[src/rtl/knn_mul_share_ctrl.sv]
// Round-robin front end that time-shares one two-stage pipelined multiplier among NUM_REQ lanes.
// Requester tags ride alongside the multiplier pipeline so each product returns with its lane id.
module knn_mul_share_ctrl #(
  parameter int unsigned NUM_REQ     = 4,
  parameter int unsigned ID_WIDTH    = 2,
  parameter int unsigned A_WIDTH     = 17,
  parameter int unsigned B_WIDTH     = 15,
  parameter int unsigned P_WIDTH     = 32,
  parameter int unsigned MUL_LATENCY = 2
) (
  input  logic                       clk,
  input  logic                       reset,
  input  logic [NUM_REQ-1:0]         req_valid,
  output logic [NUM_REQ-1:0]         req_ready,
  input  logic [NUM_REQ*A_WIDTH-1:0] req_a,
  input  logic [NUM_REQ*B_WIDTH-1:0] req_b,
  output logic                       mul_ce,
  output logic [A_WIDTH-1:0]         mul_din0,
  output logic [B_WIDTH-1:0]         mul_din1,
  input  logic [P_WIDTH-1:0]         mul_dout,
  output logic                       rsp_valid,
  input  logic                       rsp_ready,
  output logic [P_WIDTH-1:0]         rsp_data,
  output logic [ID_WIDTH-1:0]        rsp_id
);

  logic [ID_WIDTH-1:0]    rr_ptr_q;
  logic [ID_WIDTH-1:0]    rr_ptr_d;
  logic [MUL_LATENCY-1:0] vld_q;
  logic [ID_WIDTH-1:0]    id_q [MUL_LATENCY];
  logic [2*NUM_REQ-1:0]   rot;
  logic                   grant_vld;
  logic [ID_WIDTH-1:0]    grant_id;

  // A full output register with no taker freezes everything upstream.
  assign mul_ce    = ~rsp_valid | rsp_ready;
  assign rsp_valid = vld_q[MUL_LATENCY-1];
  assign rsp_id    = id_q[MUL_LATENCY-1];
  assign rsp_data  = mul_dout;

  // Rotate so bit 0 is the lane at the round-robin pointer.
  assign rot = {req_valid, req_valid} >> rr_ptr_q;

  always_comb begin
    grant_vld = 1'b0;
    grant_id  = '0;
    if (mul_ce) begin
      for (int k = 0; k < int'(NUM_REQ); k++) begin
        if (!grant_vld && rot[k]) begin
          grant_vld = 1'b1;
          grant_id  = ID_WIDTH'((int'(rr_ptr_q) + k) % int'(NUM_REQ));
        end
      end
    end
  end

  always_comb begin
    req_ready = '0;
    mul_din0  = '0;
    mul_din1  = '0;
    for (int i = 0; i < int'(NUM_REQ); i++) begin
      if (grant_vld && (grant_id == ID_WIDTH'(i))) begin
        req_ready[i] = 1'b1;
        mul_din0     = req_a[i*A_WIDTH +: A_WIDTH];
        mul_din1     = req_b[i*B_WIDTH +: B_WIDTH];
      end
    end
  end

  assign rr_ptr_d = ID_WIDTH'((int'(grant_id) + 1) % int'(NUM_REQ));

  always_ff @(posedge clk) begin
    if (!reset) begin
      rr_ptr_q <= '0;
      vld_q    <= '0;
      for (int i = 0; i < int'(MUL_LATENCY); i++) begin
        id_q[i] <= '0;
      end
    end else if (mul_ce) begin
      if (grant_vld) begin
        rr_ptr_q <= rr_ptr_d;
      end
      vld_q[0] <= grant_vld;
      id_q[0]  <= grant_id;
      for (int i = 1; i < int'(MUL_LATENCY); i++) begin
        vld_q[i] <= vld_q[i-1];
        id_q[i]  <= id_q[i-1];
      end
    end
  end

endmodule

[config.mk]
export PLATFORM = sky130hd
export DESIGN_NAME = knn_mul_share_ctrl
export DESIGN_NICKNAME = d
export VERILOG_FILES = /design/src/rtl/knn_mul_share_ctrl.sv
export SDC_FILE = /design/constraint.sdc
export NUM_CORES = 1
export LEC_CHECK = 0
export BUFFER_PORTS_ARGS = -buffer_cell sky130_fd_sc_hd__buf_2
export CORE_AREA = 2 2 93 95
export DETAILED_ROUTE_END_ITERATION = 8
export DIE_AREA = 0 0 95 97
export PLACE_DENSITY_LB_ADDON = 0.12
export SKIP_LAST_GASP = 1
export SLEW_MARGIN = 20
export SYNTH_ARGS = -nofsm -noshare
export SYNTH_HDL_FRONTEND = slang
export SYNTH_SLANG_ARGS = --single-unit
[constraint.sdc]
create_clock -name clk -period 2.75 [get_ports clk]
set_input_delay 0.6875 -clock clk [delete_from_list [all_inputs] [get_ports clk]]
set_output_delay 0.6875 -clock clk [all_outputs]
set_load 0.01 [all_outputs]
==> flow_summary.ini <==
[outcome]
outcome = complete, but fails checks
violations = setup timing

[placement]
gp_congestion = 0.7739
io_buffer_count = 174
hpwl_mm = 6.129
dpl_cell_area_um2 = 2780

[layout]
nets = 624
area_delta_synth_final_pct = 55.79
layout-drive-gt1-share = 0.5177
final_area_um2 = 3082
n_antenna_cell = 0

[setup_path]
worst_path_dominant_cell_family = simple AND/OR/NAND/NOR gates
cp.required_ns = 2.06
path_cells = buf_8 -> and2b_2 -> nor2_4 -> o22ai_4 -> nand2b_4 -> ha_4 -> buf_12 -> a21oi_2 -> o21ai_0 -> a22oi_2 -> nor2_1 -> buf_2
startpoint = req_valid[0]
path_buf_inv = 3
r2r_end = rr_ptr_q[1]$_SDFFE_PN0P_
cp.depth = 12
crit_path_max_incr_delay_ns = 0.23
worstSetupStartpointType = input pin
crit_path_end_kind = output pin
crit_slowest_cell = and2b_2
crit_type = in2out
reg2reg_setup_slack_ns = 1.22
reg2reg_from = rr_ptr_q[0]$_SDFFE_PN0P_
arrival_ns = 2.41
worstPathMaxFanout = 30
cp-endpoint = mul_din1[10]
reg2reg_depth = 7

[timing]
fmax_mhz = 322.7
finalCriticalPeriod_ns = 3.099
fin_worst_skew_ns = 0.004405
tightest_slew_ns = 0.2790
setup_viol = 33
max_slew_margin = 0.8140
rsz0062_at_grt = true
fin_ws_ns = -0.3492
hold_violations = 0
maxSlewViolCount = 0
fin_crit_sh = 1.127
hold_ws_ns = 0.4604

[logic_synthesis]
synth_top_cell_by_area = buf_4
avgSynthCellArea_um2 = 6.443
ys.flop_type = edfxtp_1
synth-seq-cells = 8
yosysTopAreaCellShare = 0.1290
synth_most_common_cell = nor2_1
synth_enable_flop_cells = 4
synth-seq-area-share = 0.1012
synthCells = 307
syn-cell-area_um2 = 1978
synthArstFlopShare = 0
synth_common_cells = 39 x nor2_1, 38 x nand2_1, 34 x a21oi_1, 34 x buf_4, 32 x o21a_1
yosys_warnings = 0
ys_top_cells_by_area = buf_4 13%, o21a_1 12%, a22oi_1 11%
syn_nets = 478
ys_types = 30

[detailed_routing]
routed_wirelength_mm = 7.950
drt_iter0_drc = 84
drc_errors = 0
drt_pre_antenna_iters = 4
antenna_left = 0
via_count = 2639
routedWlPerCell_um = 14.27
vias_per_cell = 4.738

[power_and_ir_drop]
power_density_nw_per_um2 = 493.8
leakagePower_uw = 0.001560
irDropWorstVdd_uv = 368.3

[clock_tree]
clockBufferDepth = 2
cts_root_buf = clkbuf_8
cts_max_level = 1
clk_latency_ns = 0.23
clock-sinks = 8
clkTransAtPathRegs_ns = 0.04
cts-buffers-inserted = 3
cts_tree = yes

[die]
core_region_area_um2 = 8134
io_pins = 239
die_y_um = 97
chipWidth_um = 95
initial_core_util = 0.2432
num_rows = 33
die_area_um2 = 9215

[global_route]
grt_pass1_vias = 2505
grt_max_degree = 38
grt_pass1_wl_mm = 11.83
grt.total_usage = 0.1563
overflow = 0
antenna_found_initial = 0

[min_path]
min_path_type = reg2reg

[job]
cap_violations = 0
## placed cells by master, fill, tap and decap left out, drive strengths merged, types with 2 or more instances in the layout
cell	instances
o21ai	31
nand2	38
ha	4
a21boi	2
nor2	39
nor2b	3
and2	2
o211ai	2
buf	204
o21a	32
clkbuf	4
a22oi	30
edfxtp	4
a221o	2
inv	7
a21oi	34
dfxtp	4
nor3	2
and3	3
## where the power goes
part / internal (uW) / switching (uW)
Combinational: 596 / 632
Clock: 100 / 46.4
Sequential: 141 / 6.27
Total: 837 / 684
## per-layer routing
layer  vias up  track usage  wire (um)  part of all wire
li1       1333            -          -                 -
met1      1192       0.1861       3193              0.40
met2       110       0.2935       4096              0.52
met3         4      0.03115        648             0.082
met4         0      0.01449         12            0.0015
met5         -            0          0                 0
## area by class of cell
class                   count  area (um2)
clock buffers               4       45.04
repair buffers            204        1217
inverters                   7       33.78
multi-input cells         229        1454
flip-flops and latches      8       200.2
well taps                 105       131.4
fillers                   914        5052
## through the flow
stage	utilization	power, uW	setup WS (ns)	setup TNS (ns)	std cells
floorplan	-	898.1	-0.02620	-0.6135	307
global placement	0.3418	1258	-0.4009	-10.34	547
detailed placement	0.3418	1259	-0.4566	-12.09	547
CTS	0.3626	1472	-0.3440	-10.14	553
global route	0.3789	1666	-0.4261	-13.01	557
finish	0.3789	1522	-0.3492	-9.200	557
## logic make-up after synthesis
family,Yosys count,share of synthesized area
compound gates,136,0.4396
buf+inv,70,0.2467
fa+ha+maj,4,0.02530
flops,8,0.1012
simple gates,89,0.1872
## worst reg2reg max path: stages, from the launching register on
cell,delay [ns]
dfxtp_1,0.36
and2b_2,0.28
nor2_4,0.11
o22ai_4,0.10
nand2b_4,0.18
ha_4,0.26
nand2_1,0.06
a21boi_1,0.12
## worst min-delay path by stage
stage | cells past startpoint | slack [ns] | start | end
after floorplan | 1 | 0.44 | vld_q[0]$_SDFFE_PN0P_ | vld_q[1]$_SDFFE_PN0P_
after global placement | 1 | 0.45 | vld_q[0]$_SDFFE_PN0P_ | vld_q[1]$_SDFFE_PN0P_
after detailed placement | 1 | 0.46 | vld_q[0]$_SDFFE_PN0P_ | vld_q[1]$_SDFFE_PN0P_
after CTS | 1 | 0.46 | vld_q[0]$_SDFFE_PN0P_ | vld_q[1]$_SDFFE_PN0P_
after global routing | 2 | 0.48 | vld_q[0]$_SDFFE_PN0P_ | vld_q[0]$_SDFFE_PN0P_
final | 1 | 0.46 | vld_q[0]$_SDFFE_PN0P_ | vld_q[1]$_SDFFE_PN0P_
## what timing repair did
action                                  CTS  global route
hold buffers                              0             0
pin swaps                                16            13
endpoints found under the setup margin   35            35
gates cloned                              0             1
resized for setup                        26            26
hold endpoints to repair                  0             0
setup buffers                             2             3
## flip-flops by register name, indices dropped and copies added, names as in the netlist
signal and flops:
id_q 4, vld_q 2, rr_ptr_q 2
Power figures use the tool's default switching activity.
